**src/rtl/axi_setting_reg_bank_pkg.sv**
```systemverilog
// Shared constants and helpers for the settings-bus-to-stream bank.
// Optional macro AXI_SETTING_REG_BANK_OVF_CNT_EN uses OVF_W/OVF_MAX.
package axi_setting_reg_bank_pkg;

  localparam int OVF_W = 8;
  localparam logic [OVF_W-1:0] OVF_MAX = '1;

  function automatic int clog2(input int v);
    int r;
    r = 0;
    while ((1 << r) < v) r = r + 1;
    return r;
  endfunction

  function automatic int ptr_w(input int depth);
    return clog2(depth);
  endfunction

  function automatic int cnt_w(input int depth);
    return clog2(depth) + 1;
  endfunction

endpackage

```
**src/rtl/axi_setting_reg_bank_chan_fifo.sv**
```systemverilog
// One channel: DEPTH x WIDTH FIFO, repeat rule, overflow tracking.
// Ports: clk_i/rst_i, push_i+data_i in, tdata_o/tvalid_o/tready_i
// stream, overflow_o; ovf_cnt_o with AXI_SETTING_REG_BANK_OVF_CNT_EN.
module setting_chan_fifo
  import axi_setting_reg_bank_pkg::*;
#(
  parameter int               WIDTH          = 32,
  parameter int               DEPTH          = 4,
  parameter logic [WIDTH-1:0] DATA_AT_RESET  = '0,
  parameter bit               VALID_AT_RESET = 1'b0,
  parameter bit               REPEATS        = 1'b0
) (
  input  logic             clk_i,
  input  logic             rst_i,
  input  logic             push_i,
  input  logic [WIDTH-1:0] data_i,
  output logic [WIDTH-1:0] tdata_o,
  output logic             tvalid_o,
  input  logic             tready_i,
  output logic             overflow_o
`ifdef AXI_SETTING_REG_BANK_OVF_CNT_EN
  ,
  output logic [OVF_W-1:0] ovf_cnt_o
`endif
);

  localparam int PW = ptr_w(DEPTH);
  localparam int CW = cnt_w(DEPTH);
  localparam logic [CW-1:0] FULL = CW'(DEPTH);
  localparam logic [CW-1:0] ONE  = CW'(1);

  logic [WIDTH-1:0] mem_q [DEPTH];
  logic [PW-1:0]    rd_q, rd_d;
  logic [PW-1:0]    wr_q, wr_d;
  logic [CW-1:0]    cnt_q, cnt_d;
  logic             full, pop, wr_en, drop;

  always_comb begin
    tvalid_o = (cnt_q != '0);
    full     = (cnt_q == FULL);
    // With REPEATS the sole entry survives a handshake unless
    // a new word arrives to replace it.
    pop      = tvalid_o & tready_i &
               ~(REPEATS && (cnt_q == ONE) && !push_i);
    wr_en    = push_i & (~full | pop);
    drop     = push_i & full & ~pop;
    rd_d     = pop   ? rd_q + PW'(1) : rd_q;
    wr_d     = wr_en ? wr_q + PW'(1) : wr_q;
    cnt_d    = cnt_q;
    unique case ({wr_en, pop})
      2'b10:   cnt_d = cnt_q + ONE;
      2'b01:   cnt_d = cnt_q - ONE;
      default: cnt_d = cnt_q;
    endcase
  end

  assign tdata_o = mem_q[rd_q];

  always_ff @(posedge clk_i) begin
    if (rst_i) begin
      rd_q     <= '0;
      // A preloaded entry occupies slot 0, so writes start at 1.
      wr_q     <= VALID_AT_RESET ? PW'(1) : '0;
      cnt_q    <= VALID_AT_RESET ? ONE : '0;
      mem_q[0] <= DATA_AT_RESET;
    end else begin
      rd_q  <= rd_d;
      wr_q  <= wr_d;
      cnt_q <= cnt_d;
      if (wr_en) mem_q[wr_q] <= data_i;
    end
  end

`ifdef AXI_SETTING_REG_BANK_OVF_CNT_EN
  logic [OVF_W-1:0] ovf_q;

  always_ff @(posedge clk_i) begin
    if (rst_i)
      ovf_q <= '0;
    else if (drop && ovf_q != OVF_MAX)
      ovf_q <= ovf_q + OVF_W'(1);
  end

  assign ovf_cnt_o  = ovf_q;
  assign overflow_o = (ovf_q != '0);
`else
  logic ovf_q;

  always_ff @(posedge clk_i) begin
    if (rst_i)
      ovf_q <= 1'b0;
    else if (drop)
      ovf_q <= 1'b1;
  end

  assign overflow_o = ovf_q;
`endif

endmodule

```
**src/rtl/axi_setting_reg_bank.sv**
```systemverilog
// Settings bus to NUM_CH AXI streams, one FIFO per channel.
// Ports: clk/reset, set_stb/set_addr/set_data in, o_tdata/o_tlast/
// o_tvalid/o_tready per channel, overflow sticky flags; ovf_count
// added when AXI_SETTING_REG_BANK_OVF_CNT_EN is defined.
module axi_setting_reg_bank
  import axi_setting_reg_bank_pkg::*;
#(
  parameter int ADDR           = 0,
  parameter int AWIDTH         = 8,
  parameter int NUM_CH         = 4,
  parameter int WIDTH          = 32,
  parameter int DEPTH          = 4,
  parameter int DATA_AT_RESET  = 0,
  parameter int VALID_AT_RESET = 0,
  parameter int REPEATS        = 0,
  parameter int MSB_ALIGN      = 0
) (
  input  logic                    clk,
  input  logic                    reset,
  input  logic                    set_stb,
  input  logic [AWIDTH-1:0]       set_addr,
  input  logic [31:0]             set_data,
  output logic [NUM_CH*WIDTH-1:0] o_tdata,
  output logic [NUM_CH-1:0]       o_tlast,
  output logic [NUM_CH-1:0]       o_tvalid,
  input  logic [NUM_CH-1:0]       o_tready,
  output logic [NUM_CH-1:0]       overflow
`ifdef AXI_SETTING_REG_BANK_OVF_CNT_EN
  ,
  output logic [NUM_CH*OVF_W-1:0] ovf_count
`endif
);

  logic [WIDTH-1:0]  wdata;
  logic [NUM_CH-1:0] hit;
  logic              unused_data;

  assign unused_data = ^set_data;
  assign o_tlast     = '0;

  if (MSB_ALIGN != 0) begin : g_msb
    assign wdata = set_data[31 -: WIDTH];
  end else begin : g_lsb
    assign wdata = set_data[WIDTH-1:0];
  end

  for (genvar c = 0; c < NUM_CH; c++) begin : g_ch
    assign hit[c] = set_stb && (set_addr == AWIDTH'(ADDR + c));

    setting_chan_fifo #(
      .WIDTH          (WIDTH),
      .DEPTH          (DEPTH),
      .DATA_AT_RESET  (WIDTH'(DATA_AT_RESET)),
      .VALID_AT_RESET (VALID_AT_RESET != 0),
      .REPEATS        (REPEATS != 0)
    ) u_fifo (
      .clk_i      (clk),
      .rst_i      (reset),
      .push_i     (hit[c]),
      .data_i     (wdata),
      .tdata_o    (o_tdata[c*WIDTH +: WIDTH]),
      .tvalid_o   (o_tvalid[c]),
      .tready_i   (o_tready[c]),
      .overflow_o (overflow[c])
`ifdef AXI_SETTING_REG_BANK_OVF_CNT_EN
      ,
      .ovf_cnt_o  (ovf_count[c*OVF_W +: OVF_W])
`endif
    );
  end

endmodule

```
**config.mk**
```make
export PLATFORM = sky130hd
export DESIGN_NAME = axi_setting_reg_bank
export DESIGN_NICKNAME = d
export VERILOG_FILES = /design/src/rtl/axi_setting_reg_bank_pkg.sv /design/src/rtl/axi_setting_reg_bank_chan_fifo.sv /design/src/rtl/axi_setting_reg_bank.sv
export SDC_FILE = /design/constraint.sdc
export NUM_CORES = 1
export LEC_CHECK = 0
export BUFFER_PORTS_ARGS = -buffer_cell sky130_fd_sc_hd__clkbuf_2
export CAP_MARGIN = 20
export CELL_PAD_IN_SITES_DETAIL_PLACEMENT = 1
export CELL_PAD_IN_SITES_GLOBAL_PLACEMENT = 1
export CORE_AREA = 2 2 212 214
export CTS_CLUSTER_SIZE = 40
export DETAILED_ROUTE_END_ITERATION = 10
export DIE_AREA = 0 0 214 216
export GPL_TIMING_DRIVEN = 1
export PLACE_DENSITY = 0.71
export SLEW_MARGIN = 20
export SYNTH_ARGS = -nofsm -noshare
export SYNTH_HDL_FRONTEND = slang
export SYNTH_SLANG_ARGS = --single-unit
export TNS_END_PERCENT = 50
```
**constraint.sdc**
```tcl
create_clock -name clk -period 5.9 [get_ports clk]
set_input_delay 0.295 -clock clk [delete_from_list [all_inputs] [get_ports clk]]
set_output_delay 0.295 -clock clk [all_outputs]
set_load 0.05 [all_outputs]
```
==> results of run 1 <==
[state kept, by name, summed over array words and instances, names as in the netlist, named ones only]
name / count
g_ch.u_fifo.wr_q: 8
g_ch.u_fifo.mem_q: 512
g_ch.u_fifo.cnt_q: 12
g_ch.u_fifo.overflow_o: 4
g_ch.u_fifo.rd_q: 8
[report_power, final]
| part | switching (µW) | leakage (µW) | internal (µW) | total (µW) |
|---|---|---|---|---|
| Clock | 1410 | 0.000849 | 1970 | 3380 |
| Combinational | 1750 | 0.00253 | 790 | 2540 |
| Sequential | 51.0 | 0.00472 | 4310 | 4360 |
[stage by stage]
stage                     total power (µW)  hold slack, ns  util [%]  area, µm²
after detailed placement              7010          0.4721     52.60      23060
after CTS                            10390          0.1425     56.58      24800
final                                10280          0.1674     56.61      24820
after global placement                6985          0.4625     52.60      23060
after floorplan                       6469          0.4415         -      21350
after global routing                 10610          0.1929     56.58      24800
[logic make-up (layout without fill, tap and decap cells)]
kind of cell	Yosys count	in the layout	share of synthesized area, %
DFF	552	552	75.79
and+or+nand+nor	224	224	6.378
muxes	139	139	14.11
buffers and inverters	79	331	1.636
AOI/OAI and AO/OA	30	30	1.061
xor gates and xnor gates	14	14	0.5745
adders and majority gates	5	5	0.4338
other	1	10	0.01757
[cell type report]
type / count / share of cell area, %
diodes: 6 / 0.06050
clock buffers: 73 / 6.110
clock inverters: 28 / 0.9176
inverters: 16 / 0.2420
multi-input cells: 416 / 19.85
flip-flops and latches: 552 / 65.20
well taps: 592 / 2.985
repair buffers: 214 / 4.638
[synth_stat cells (all sizes together) (4+ instances only)]
| library cell | number |
|---|---|
| a41oi | 4 |
| nor4 | 7 |
| nand2 | 6 |
| a21oi | 6 |
| and2 | 98 |
| o31a | 5 |
| and3 | 39 |
| nor2 | 39 |
| edfxtp | 512 |
| xor2 | 6 |
| buf | 33 |
| xnor2 | 8 |
| or4 | 5 |
| nand3 | 4 |
| fa | 4 |
| dfxtp | 40 |
| o31ai | 5 |
| or3 | 7 |
| inv | 16 |
| clkbuf | 30 |
| mux2 | 9 |
| mux4 | 128 |
| nor4b | 6 |
[worst max-delay path by stage]
stage / end / cells after the start / start / slack (ns)
2_1_floorplan: g_ch[0].u_fifo.mem_q[1][0] / 4 / set_addr[5] / 0.55
3_3_place_gp: g_ch[3].u_fifo.mem_q[1][7] / 7 / set_addr[5] / 2.84
3_5_place_dp: g_ch[3].u_fifo.mem_q[1][7] / 7 / set_addr[5] / 2.73
4_1_cts: g_ch[2].u_fifo.cnt_q[2] / 10 / g_ch[2].u_fifo.cnt_q[0] / 2.99
5_1_grt: g_ch[2].u_fifo.cnt_q[2] / 10 / g_ch[2].u_fifo.cnt_q[2] / 2.83
6_report: g_ch[2].u_fifo.cnt_q[2] / 10 / g_ch[2].u_fifo.cnt_q[0] / 3.02
[worst max-delay path: cells and delay by family, from the launching register on]
kind                     cells  cell delay (ns)
adder cells (fa/ha/maj)      2             0.60
flip-flops                   1             0.35
XOR/XNOR                     1             0.16
AND/OR/NAND/NOR              3             1.03
AO/OA/AOI/OAI                1             0.14
buffers and inverters        3             0.54
[layer usage]
metal	track usage [%]	vias to the layer above	part of all wire, %
met2	34.92	390	48
met1	31.37	5583	41
met4	8.998	4	3.2
met3	3.805	77	7.5
li1	-	4608	-
met5	0	-	0.053
==> out/metrics.cfg, run 1 <==
[placed_design]
post-place-ws_ns = 2.726
post-place-cells = 1790
hpwlAfterDp_um = 30790
routability_cong = 0.7307
port_buffers = 182

[synth]
ys_top_cells_by_area = sky130_fd_sc_hd__edfxtp_1 (72%), sky130_fd_sc_hd__mux4_2 (14%), sky130_fd_sc_hd__dfxtp_1 (3.8%)
synthDominantAreaCellType = sky130_fd_sc_hd__edfxtp_1
ys_seq_area_share_pct = 75.79
number_of_synthesized_flops_with_an_enable_pin = 512
synth_area_per_cell_um2 = 20.44
synth_flop_cell = sky130_fd_sc_hd__edfxtp_1
postSynth.asyncResetShare_pct = 0
synth_largest_type_area_fraction_pct = 72.04
syn_inst = 1044
number_of_synthesized_register_bits = 552
netlist_area_mm2 = 0.02134
yosys_warnings = 0
yosysUniqueCellTypes = 49

[drt]
vias = 10660
drt_drc_violations_left = 0
drt-total-wl_um = 50630
drt-wirelength-per-cell_um = 26.69
drt_first_pass_iters = 4
post_drt_via_cell_ratio = 5.620
detailedRoute.firstIterationViolations = 926
drtAntennaViolNets = 0

[setup_path]
worst-r2r-cell-count = 10
critical_path_class = reg2reg
r2r_start = g_ch[2].u_fifo.cnt_q[0]
end_kind = flip-flop
worst-r2r-setup-slack_ns = 3.02
critPathLaunchType = flip-flop
crit_path_max_incr_delay_ns = 0.66
timing.critical_path.fanout_max = 37
worst-endpoint-arrival_ns = 3.40
critPathRequiredTime_ns = 6.41
critPathMostFrequentCell = sky130_fd_sc_hd__inv_1
cp_cell_sequence = nor4b_1 > nor4_4 > buf_4 > inv_1 > ha_1 > inv_1 > fa_1 > xor2_1 > or3_1 > a21oi_1
rr_endpoint = g_ch[2].u_fifo.cnt_q[2]
slowest_stage = sky130_fd_sc_hd__nor4b_1

[clock_network]
postCtsHoldBufs = 0
cts_num_sinks = 552
cts_tree = built
cts_inserted_buffers = 55
cts-resized-gates = 0
post_cts.repair.setup_buffers = 0
clkTransAtPathRegs_ns = 0.06
ctsHtreeMaxLevel = 2
insertion_delay_to_the_later_sink_of_the_worst_skew_pair_ns = 0.59
clk_root_buffer_cell = sky130_fd_sc_hd__clkbuf_16
clock_tree.buffer_depth = 3

[flow_run]
cap_viol_max_count = 0

[hold_path]
timing.hold.worst.class = in2reg
hold_path_startpoint = set_addr[0]
worstHoldPathCells = 3
timing.hold.worst_endpoint = g_ch[3].u_fifo.overflow_o

[sta]
achievable-frequency_ghz = 0.3467
number_of_max_slew_violations_in_the_final_report = 0
post-route-period-util_pct = 48.89
fin_tns_setup_ns = 0
unrepaired_setup_endpoints_after_global_routing = false
setup_slack_ns = 3.016
skew_ns = 0.01441
setup_viol = 0
final-hold-violation-count = 0
tightestPinTransition_ns = 1.050
slew_headroom_pct = 28.99
layout_min_cycle_time_ns = 2.884

[grt]
grt_overflow_total = 0
grt_max_degree = 38
via_count_of_the_first_global_routing_pass = 11350
grtUsageTotal_pct = 22.26
grt_antenna_before_repair = 18
grt_pass1_wl_um = 74890

[pwr]
power_per_cell_area_mw_per_mm2 = 414.2
cellLeakagePower_uw = 0.008107
ir_worst_vdd_mv = 0.2819

[floorplan]
core-area_mm2 = 0.04384
total_die_area_mm2 = 0.04622
chipHeight_um = 216
row_count = 77
pin_count = 187
die-width_um = 214
start_util_pct = 48.69

[status]
outcome = finished, final reports clean

[cells_and_area]
mostFrequentLayoutCell = sky130_fd_sc_hd__edfxtp_1
layout.cells.most_common_list = sky130_fd_sc_hd__edfxtp_1 (512), sky130_fd_sc_hd__clkbuf_2 (182), sky130_fd_sc_hd__mux4_2 (128)
area_delta_synth_final_pct = 16.28
sequential_cell_area_mm2 = 0.01618
numnets_final = 1307
multi_input_comb_area_mm2 = 0.004926
fin_cells = 1897
fraction_of_layout_cells_with_a_size_suffix_above_1_pct = 34.33
fillers = 3871

No activity file was read; power rests on OpenSTA's default activity.
==> inputs of run 2 (changes only) <==
Settings changed: ABC_AREA set to 1, CORE_AREA 2 2 212 214 to 2 2 214 216, DIE_AREA 0 0 214 216 to 0 0 216 218, PLACE_DENSITY 0.71 to 0.75.
Clock period 5.9 ns to 2.7 ns, I/O delays scaled along.
==> out/metrics.cfg, run 2 <==
[clock_network]
cts_num_sinks = 552  ; unchanged
clock_tree.buffer_depth = 3  ; unchanged
ctsHtreeMaxLevel = 2  ; unchanged
clkTransAtPathRegs_ns = 0.06  ; about the same
clk_root_buffer_cell = sky130_fd_sc_hd__clkbuf_16  ; unchanged
post_cts.repair.setup_buffers = 0  ; unchanged
cts_inserted_buffers = 56  ; was 55
cts_tree = built  ; unchanged
insertion_delay_to_the_later_sink_of_the_worst_skew_pair_ns = 0.61  ; was 0.59 ns

[setup_path]
critical_path_class = in2reg  ; was reg2reg
critPathMostFrequentCell = sky130_fd_sc_hd__dlygate4sd3_1  ; was sky130_fd_sc_hd__inv_1
timing.critical_path.fanout_max = 3  ; was 37
crit_path_max_incr_delay_ns = 0.58  ; was 0.66 ns
critPathRequiredTime_ns = 3.24  ; was 6.41 ns
worst-r2r-setup-slack_ns = 0.37  ; was 3.02 ns
timing.critical_path.depth = 10  ; unchanged
r2r_start = g_ch[2].u_fifo.cnt_q[0]  ; unchanged
end_kind = flip-flop  ; unchanged
rr_endpoint = g_ch[2].u_fifo.mem_q[0][30]  ; was g_ch[2].u_fifo.cnt_q[2]
critPathLaunchType = input port  ; was flip-flop
crit_buf_inv = 5  ; was 3
worst-endpoint-arrival_ns = 3.20  ; was 3.40 ns
cp_cell_sequence = dlygate4sd3_1 > clkbuf_2 > nor2_2 > nand2_1 > dlygate4sd3_1 > nor3b_2 > dlygate4sd3_1 > nand3_1 > a21oi_1 > dlygate4sd3_1  ; was nor4b_1 > nor4_4 > buf_4 > inv_1 > ha_1 > inv_1 > fa_1 > xor2_1 > or3_1 > a21oi_1
slowest_stage = sky130_fd_sc_hd__dlygate4sd3_1  ; was sky130_fd_sc_hd__nor4b_1
worst-r2r-cell-count = 5  ; was 10
path_delay_family = buffers and inverters  ; was simple AND/OR/NAND/NOR gates

[synth]
synthDominantAreaCellType = sky130_fd_sc_hd__edfxtp_1  ; unchanged
syn_inst = 1697  ; was 1044
synth.top_cells.by_count = sky130_fd_sc_hd__edfxtp_1 (512), sky130_fd_sc_hd__nor2_1 (360), sky130_fd_sc_hd__o21ai_0 (271), sky130_fd_sc_hd__o22ai_1 (128), sky130_fd_sc_hd__inv_1 (83)  ; was sky130_fd_sc_hd__edfxtp_1 (512), sky130_fd_sc_hd__mux4_2 (128), sky130_fd_sc_hd__and2_1 (98), sky130_fd_sc_hd__dfxtp_1 (40)
ys_top_cells_by_area = sky130_fd_sc_hd__edfxtp_1 (71%), sky130_fd_sc_hd__o21ai_0 (6.3%), sky130_fd_sc_hd__nor2_1 (6.2%)  ; was sky130_fd_sc_hd__edfxtp_1 (72%), sky130_fd_sc_hd__mux4_2 (14%), sky130_fd_sc_hd__dfxtp_1 (3.8%)
postSynth.asyncResetShare_pct = 0  ; unchanged
number_of_synthesized_flops_with_an_enable_pin = 512  ; unchanged
post-synth-top-count-cell = sky130_fd_sc_hd__edfxtp_1  ; unchanged
number_of_synthesized_register_bits = 552  ; unchanged
synth_area_per_cell_um2 = 12.78  ; was 20.44 µm²
synth_flop_cell = sky130_fd_sc_hd__edfxtp_1  ; unchanged
synth_largest_type_area_fraction_pct = 70.90  ; was 72.04%
yosysUniqueCellTypes = 31  ; was 49
yosys_warnings = 0  ; unchanged
ys_seq_area_share_pct = 74.59  ; was 75.79%
netlist_area_mm2 = 0.02169  ; was 0.02134 mm²

[floorplan]
row_count = 78  ; was 77
total_die_area_mm2 = 0.04709  ; was 0.04622 mm²
core-area_mm2 = 0.04489  ; was 0.04384 mm²
pin_count = 187  ; unchanged
chipHeight_um = 218  ; was 216 µm
start_util_pct = 48.31  ; was 48.69%
die-width_um = 216  ; was 214 µm

[cells_and_area]
fraction_of_layout_cells_with_a_size_suffix_above_1_pct = 21.23  ; was 34.33%
multi_input_comb_area_mm2 = 0.004786  ; was 0.004926 mm²
sequential_cell_area_mm2 = 0.01618  ; about the same
layout.cells.most_common_list = sky130_fd_sc_hd__edfxtp_1 (512), sky130_fd_sc_hd__nor2_1 (357), sky130_fd_sc_hd__o21ai_0 (271)  ; was sky130_fd_sc_hd__edfxtp_1 (512), sky130_fd_sc_hd__clkbuf_2 (182), sky130_fd_sc_hd__mux4_2 (128)
numnets_final = 1954  ; was 1307
mostFrequentLayoutCell = sky130_fd_sc_hd__edfxtp_1  ; unchanged
fillers = 4528  ; was 3871
largest_register_ffs = 512  ; unchanged
fin_util_pct = 56.33  ; was 56.61%
antenna_diode_count = 0  ; was 6
top_register = g_ch.u_fifo.mem_q  ; unchanged
final_area_mm2 = 0.02529  ; was 0.02482 mm²
reg_top3 = g_ch.u_fifo.mem_q x512, g_ch.u_fifo.cnt_q x12  ; unchanged
area_delta_synth_final_pct = 16.61  ; was 16.28%

[grt]
grt_antenna_before_repair = 0  ; was 18
via_count_of_the_first_global_routing_pass = 15190  ; was 11350
grt_pass1_wl_um = 91060  ; was 74890 µm
grt_overflow_total = 0  ; unchanged
grt_max_degree = 65  ; was 38
grtUsageTotal_pct = 26.08  ; was 22.26%

[sta]
setup_viol = 0  ; unchanged
number_of_max_slew_violations_in_the_final_report = 0  ; unchanged
post-route-period-util_pct = 98.36
skew_ns = 0.01813  ; was 0.01441 ns
setup_slack_ns = 0.04439  ; was 3.016 ns
slew_headroom_pct = 30.62  ; was 28.99%
tightestPinTransition_ns = 1.041  ; was 1.050 ns
final-hold-violation-count = 0  ; unchanged
unrepaired_setup_endpoints_after_global_routing = false  ; unchanged
achievable-frequency_ghz = 0.3766
layout_min_cycle_time_ns = 2.656

[drt]
post_drt_via_cell_ratio = 5.683  ; was 5.620
drt-total-wl_um = 60970  ; was 50630 µm
drtAntennaViolNets = 0  ; unchanged
drt_first_pass_iters = 5  ; was 4
vias = 14460  ; was 10660
detailedRoute.firstIterationViolations = 1068  ; was 926
drt-wirelength-per-cell_um = 23.96  ; was 26.69 µm
drt_drc_violations_left = 0  ; unchanged

[hold_path]
timing.hold.worst.class = in2reg  ; unchanged
worstHoldPathCells = 6  ; was 3
hold_path_startpoint = o_tready[3]  ; was set_addr[0]
timing.hold.worst_endpoint = g_ch[3].u_fifo.overflow_o  ; unchanged

[pwr]
p_clk_share_pct = 29.4  ; was 32.9%
internal-power_uw = 14940  ; was 7066 µW
power_per_cell_area_mw_per_mm2 = 951.2  ; was 414.2 mW/mm²
power_frac_seq_pct = 39.8  ; was 42.4%
switching_power_of_the_nets_uw = 9108  ; was 3213 µW
switching_share_pct = 37.87  ; was 31.26%
ir_worst_vdd_mv = 0.5376  ; was 0.2819 mV
combPwrFrac_pct = 30.8  ; was 24.7%
cellLeakagePower_uw = 0.008993  ; was 0.008107 µW

[placed_design]
post-place-ws_ns = 0.2648  ; was 2.726 ns
placed_cell_area_mm2 = 0.02352  ; was 0.02306 mm²
hpwlAfterDp_um = 37930  ; was 30790 µm
port_buffers = 182  ; unchanged
routability_cong = 0.7835  ; was 0.7307

[status]
outcome = finished, final reports clean  ; unchanged

[flow_run]
cap_viol_max_count = 0  ; unchanged

## run 2: changes by cell type after synthesis, moves of 34 or more
| cell | previous run | this run |
|---|---|---|
| sky130_fd_sc_hd__nor2_1 | 39 | 360 |
| sky130_fd_sc_hd__o21ai_0 | 3 | 271 |
| sky130_fd_sc_hd__mux4_2 | 128 | 0 |
| sky130_fd_sc_hd__o22ai_1 | 0 | 128 |
| sky130_fd_sc_hd__and2_1 | 98 | 0 |
| sky130_fd_sc_hd__inv_1 | 16 | 83 |
| sky130_fd_sc_hd__nor2_2 | 0 | 64 |
| sky130_fd_sc_hd__and3_1 | 39 | 0 |
| sky130_fd_sc_hd__nand2_1 | 6 | 40 |
## run 2: area by class of cell
class | instances | area share [%]
sequential | 552 | 64.00
multi-input combinational | 953 | 18.93
timing repair buffer | 248 | 6.235
clock buffer | 86 | 6.230
tap | 600 | 2.969
inverter | 91 | 1.356
clock inverter | 15 | 0.2870
## run 2: cells by family after synthesis
family          count (synthesis)  share of synthesized area (%)
compound gates                429                          10.70
simple gates                  514                          10.26
other cells                     1                        0.01729
xor+xnor                        1                        0.04040
buf+inv                       195                          3.964
flops                         552                          74.59
fa+ha+maj                       5                         0.4270
## run 2: worst reg2reg max path: stages, from the launching register on
cell and delay [ns]:
sky130_fd_sc_hd__dfxtp_1 0.36, sky130_fd_sc_hd__nor2_1 0.09, sky130_fd_sc_hd__nand3_1 0.21, sky130_fd_sc_hd__nand2_1 0.18
sky130_fd_sc_hd__o31ai_4 0.86, sky130_fd_sc_hd__buf_4 0.34
## run 2: power groups by stage
| stage | Combinational (µW) | Sequential (µW) | Clock (µW) |
|---|---|---|---|
| floorplan | 5490 | 9650 | 0 |
| global placement | 7200 | 9730 | 0 |
| detailed placement | 7380 | 9750 | 0 |
| CTS | 7420 | 9570 | 7160 |
| global route | 7830 | 9600 | 7490 |
| finish | 7400 | 9570 | 7080 |
## run 2: routing by layer
| layer | track usage, % | up-vias | part of all wire [%] |
|---|---|---|---|
| li1 | - | 6500 | - |
| met1 | 33.00 | 7355 | 40 |
| met2 | 43.33 | 480 | 49 |
| met3 | 5.119 | 128 | 6.5 |
| met4 | 12.72 | 0 | 5.0 |
| met5 | 0 | - | 0 |
## run 2: worst max-delay path by stage
| stage | from | endpoint |
|---|---|---|
| finish | set_addr[4] | g_ch[2].u_fifo.wr_q[1] |
| global route | set_addr[4] | g_ch[2].u_fifo.wr_q[1] |
| CTS | flip-flop | o_tdata[37] |
| detailed placement | set_addr[5] | g_ch[1].u_fifo.mem_q[0][11] |
| global placement | set_addr[5] | g_ch[1].u_fifo.mem_q[0][29] |
| floorplan | set_addr[5] | g_ch[3].u_fifo.mem_q[1][0] |
## run 2: per-stage QoR
stage / cells / hold slack, ns / power [µW] / TNS, ns
floorplan: 1700 / 0.3977 / 15140 / -194.17
global placement: 2433 / 0.4527 / 16940 / 0
detailed placement: 2433 / 0.4669 / 17130 / 0
CTS: 2544 / 0.01886 / 24160 / 0
global route: 2545 / 0.08591 / 24930 / 0
finish: 2545 / 0.04745 / 24050 / 0
## run 2: repair_timing
item	in CTS	in global routing
resized for setup	1	4
endpoints found under the setup margin	9	19
gates cloned	0	0
endpoints found under the hold margin	12	0
hold buffers	10	0
==> inputs of run 3 (changes only) <==
Settings changed: SETUP_SLACK_MARGIN set to 0.3.
==> out/metrics.cfg, run 3 (synthesized netlist as in run 2, its figures left out) <==
[sta]
setup_viol = 0  ; unchanged
number_of_max_slew_violations_in_the_final_report = 0  ; unchanged
tightestPinTransition_ns = 0.6526  ; was 1.041 ns
final-hold-violation-count = 0  ; unchanged
slew_headroom_pct = 56.45  ; was 30.62%
skew_ns = 0.01483  ; was 0.01813 ns
fin_tns_setup_ns = 0  ; unchanged
layout_min_cycle_time_ns = 2.362  ; was 2.656 ns
achievable-frequency_ghz = 0.4233  ; was 0.3766 GHz
hold-worst-slack_ns = 0.03608  ; was 0.04745 ns
unrepaired_setup_endpoints_after_global_routing = true  ; was false
post-route-period-util_pct = 87.49  ; was 98.36%
setup_slack_ns = 0.3379  ; was 0.04439 ns

[setup_path]
path_delay_family = buffers and inverters  ; unchanged
crit_buf_inv = 2  ; was 5
critPathRequiredTime_ns = 2.57  ; was 3.24 ns
slowest_stage = sky130_fd_sc_hd__dfxtp_2  ; was sky130_fd_sc_hd__dlygate4sd3_1
timing.critical_path.fanout_max = 64  ; was 3
crit_path_max_incr_delay_ns = 0.37  ; was 0.58 ns
critical_path_class = reg2out  ; was in2reg
cp_cell_sequence = buf_8 > o21ai_0 > o22ai_1 > clkbuf_2  ; was dlygate4sd3_1 > clkbuf_2 > nor2_2 > nand2_1 > dlygate4sd3_1 > nor3b_2 > dlygate4sd3_1 > nand3_1 > a21oi_1 > dlygate4sd3_1
critPathLaunchType = flip-flop  ; was input port
worst-endpoint-arrival_ns = 2.23  ; was 3.20 ns
end_kind = output port  ; was flip-flop
worst-r2r-setup-slack_ns = 0.42  ; was 0.37 ns

[grt]
grtUsageTotal_pct = 26.26  ; was 26.08%
grt_antenna_before_repair = 1  ; was 0
grt_overflow_total = 0  ; unchanged
grt_pass1_wl_um = 91840  ; was 91060 µm
grt_max_degree = 65  ; unchanged
via_count_of_the_first_global_routing_pass = 15310  ; was 15190

[pwr]
power_per_cell_area_mw_per_mm2 = 960.0  ; was 951.2 mW/mm²
cellLeakagePower_uw = 0.009081  ; was 0.008993 µW
ir_worst_vdd_mv = 0.6219  ; was 0.5376 mV
total_power_uw = 24440  ; was 24050 µW

[cells_and_area]
reg_top3 = g_ch.u_fifo.mem_q x512, g_ch.u_fifo.cnt_q x12  ; unchanged
final_area_mm2 = 0.02546  ; was 0.02529 mm²
sequential_cell_area_mm2 = 0.01618  ; about the same
mostFrequentLayoutCell = sky130_fd_sc_hd__edfxtp_1  ; unchanged
area_delta_synth_final_pct = 17.39  ; was 16.61%
antenna_diode_count = 0  ; unchanged
layout.cells.most_common_list = sky130_fd_sc_hd__edfxtp_1 (512), sky130_fd_sc_hd__nor2_1 (357), sky130_fd_sc_hd__o21ai_0 (271)  ; unchanged
fillers = 4511  ; was 4528
numnets_final = 1943  ; was 1954
fraction_of_layout_cells_with_a_size_suffix_above_1_pct = 22.11  ; was 21.23%
top_register = g_ch.u_fifo.mem_q  ; unchanged
largest_register_ffs = 512  ; unchanged
multi_input_comb_area_mm2 = 0.004907  ; was 0.004786 mm²

[clock_network]
clkTransAtPathRegs_ns = 0.06  ; about the same
insertion_delay_to_the_later_sink_of_the_worst_skew_pair_ns = 0.60  ; was 0.61 ns
cts_inserted_buffers = 53  ; was 56
ctsHtreeMaxLevel = 2  ; unchanged
clk_root_buffer_cell = sky130_fd_sc_hd__clkbuf_16  ; unchanged
cts_num_sinks = 552  ; unchanged
clock_tree.buffer_depth = 3  ; unchanged
cts_tree = built  ; unchanged

[floorplan]
start_util_pct = 48.31  ; unchanged
chipHeight_um = 218  ; unchanged
pin_count = 187  ; unchanged
die-width_um = 216  ; unchanged
total_die_area_mm2 = 0.04709  ; unchanged
row_count = 78  ; unchanged
core-area_mm2 = 0.04489  ; unchanged

[flow_run]
cap_viol_max_count = 0  ; unchanged

[hold_path]
timing.hold.worst.class = in2reg  ; unchanged

[placed_design]
routability_cong = 0.7759  ; was 0.7835
placed_cell_area_mm2 = 0.02345  ; was 0.02352 mm²
port_buffers = 182  ; unchanged
hpwlAfterDp_um = 36740  ; was 37930 µm
post-place-ws_ns = 0.2628  ; was 0.2648 ns

[drt]
post_drt_via_cell_ratio = 5.731  ; was 5.683
drt_drc_violations_left = 0  ; unchanged
drt-total-wl_um = 61680  ; was 60970 µm
drt-wirelength-per-cell_um = 24.32  ; was 23.96 µm
vias = 14540  ; was 14460
drtAntennaViolNets = 0  ; unchanged
detailedRoute.firstIterationViolations = 1210  ; was 1068
drt_first_pass_iters = 5  ; unchanged

[status]
outcome = finished, final reports clean  ; unchanged

-- run 3: changes by cell type in the layout (fill, tap and decap cells not counted), moves of 8 or more --
| cell | delta |
|---|---|
| sky130_fd_sc_hd__clkbuf_1 | -9 |
| sky130_fd_sc_hd__clkbuf_4 | +13 |
| sky130_fd_sc_hd__o22ai_1 | -13 |
| sky130_fd_sc_hd__o22ai_2 | +13 |
| sky130_fd_sc_hd__clkbuf_2 | -24 |
| sky130_fd_sc_hd__nor3_2 | -8 |
| sky130_fd_sc_hd__nor3_4 | +8 |
-- run 3: power by group --
group          switching (µW)  internal (µW)
logic                    5930           1650
clock network            3110           4210
registers                 121           9410
-- run 3: area by class of cell --
class / count / area share, %
Multi-Input combinational cell: 953 / 19.28
Clock inverter: 22 / 0.7127
Tap cell: 600 / 2.949
Sequential cell: 552 / 63.58
Inverter: 91 / 1.376
Timing Repair Buffer: 240 / 6.090
Clock buffer: 78 / 6.021
-- run 3: metrics by stage --
| stage | util [%] | cells |
|---|---|---|
| floorplan | - | 1700 |
| global placement | 52.24 | 2425 |
| detailed placement | 52.24 | 2425 |
| CTS | 56.36 | 2533 |
| global route | 56.71 | 2536 |
| finish | 56.71 | 2536 |
-- run 3: worst paths after layout --
path                                               from                       to  depth (start not counted)
worst max register to register  g_ch[2].u_fifo.cnt_q[0]  g_ch[2].u_fifo.cnt_q[2]                         10
worst min-delay path                        o_tready[0]                flip-flop                          4
worst min register to register   g_ch[0].u_fifo.rd_q[0]                flip-flop                          1
worst max-delay path                          flip-flop              o_tdata[87]                          4
-- run 3: worst register-to-register path, delay by kind of cell (launching register included) --
family	cells	cell delay [ns]
AO/OA/AOI/OAI	4	0.46
flip-flops	1	0.33
adder cells (fa/ha/maj)	2	0.56
AND/OR/NAND/NOR	3	0.75
buffers and inverters	1	0.07
-- run 3: layer usage --
layer	wire length (µm)	share of wire, %	track usage (%)
met5	9	0.015	0
met4	2504	4.1	10.89
met3	3797	6.2	4.407
met2	30750	50	44.64
met1	24620	40	33.64
-- run 3: timing repair --
item,CTS,global route
endpoints found under the hold margin,9,0
buffers inserted,0,2
pin swaps,0,1
setup endpoints to repair,89,79
hold buffers,8,0
resized for setup,18,60
cloned,0,0
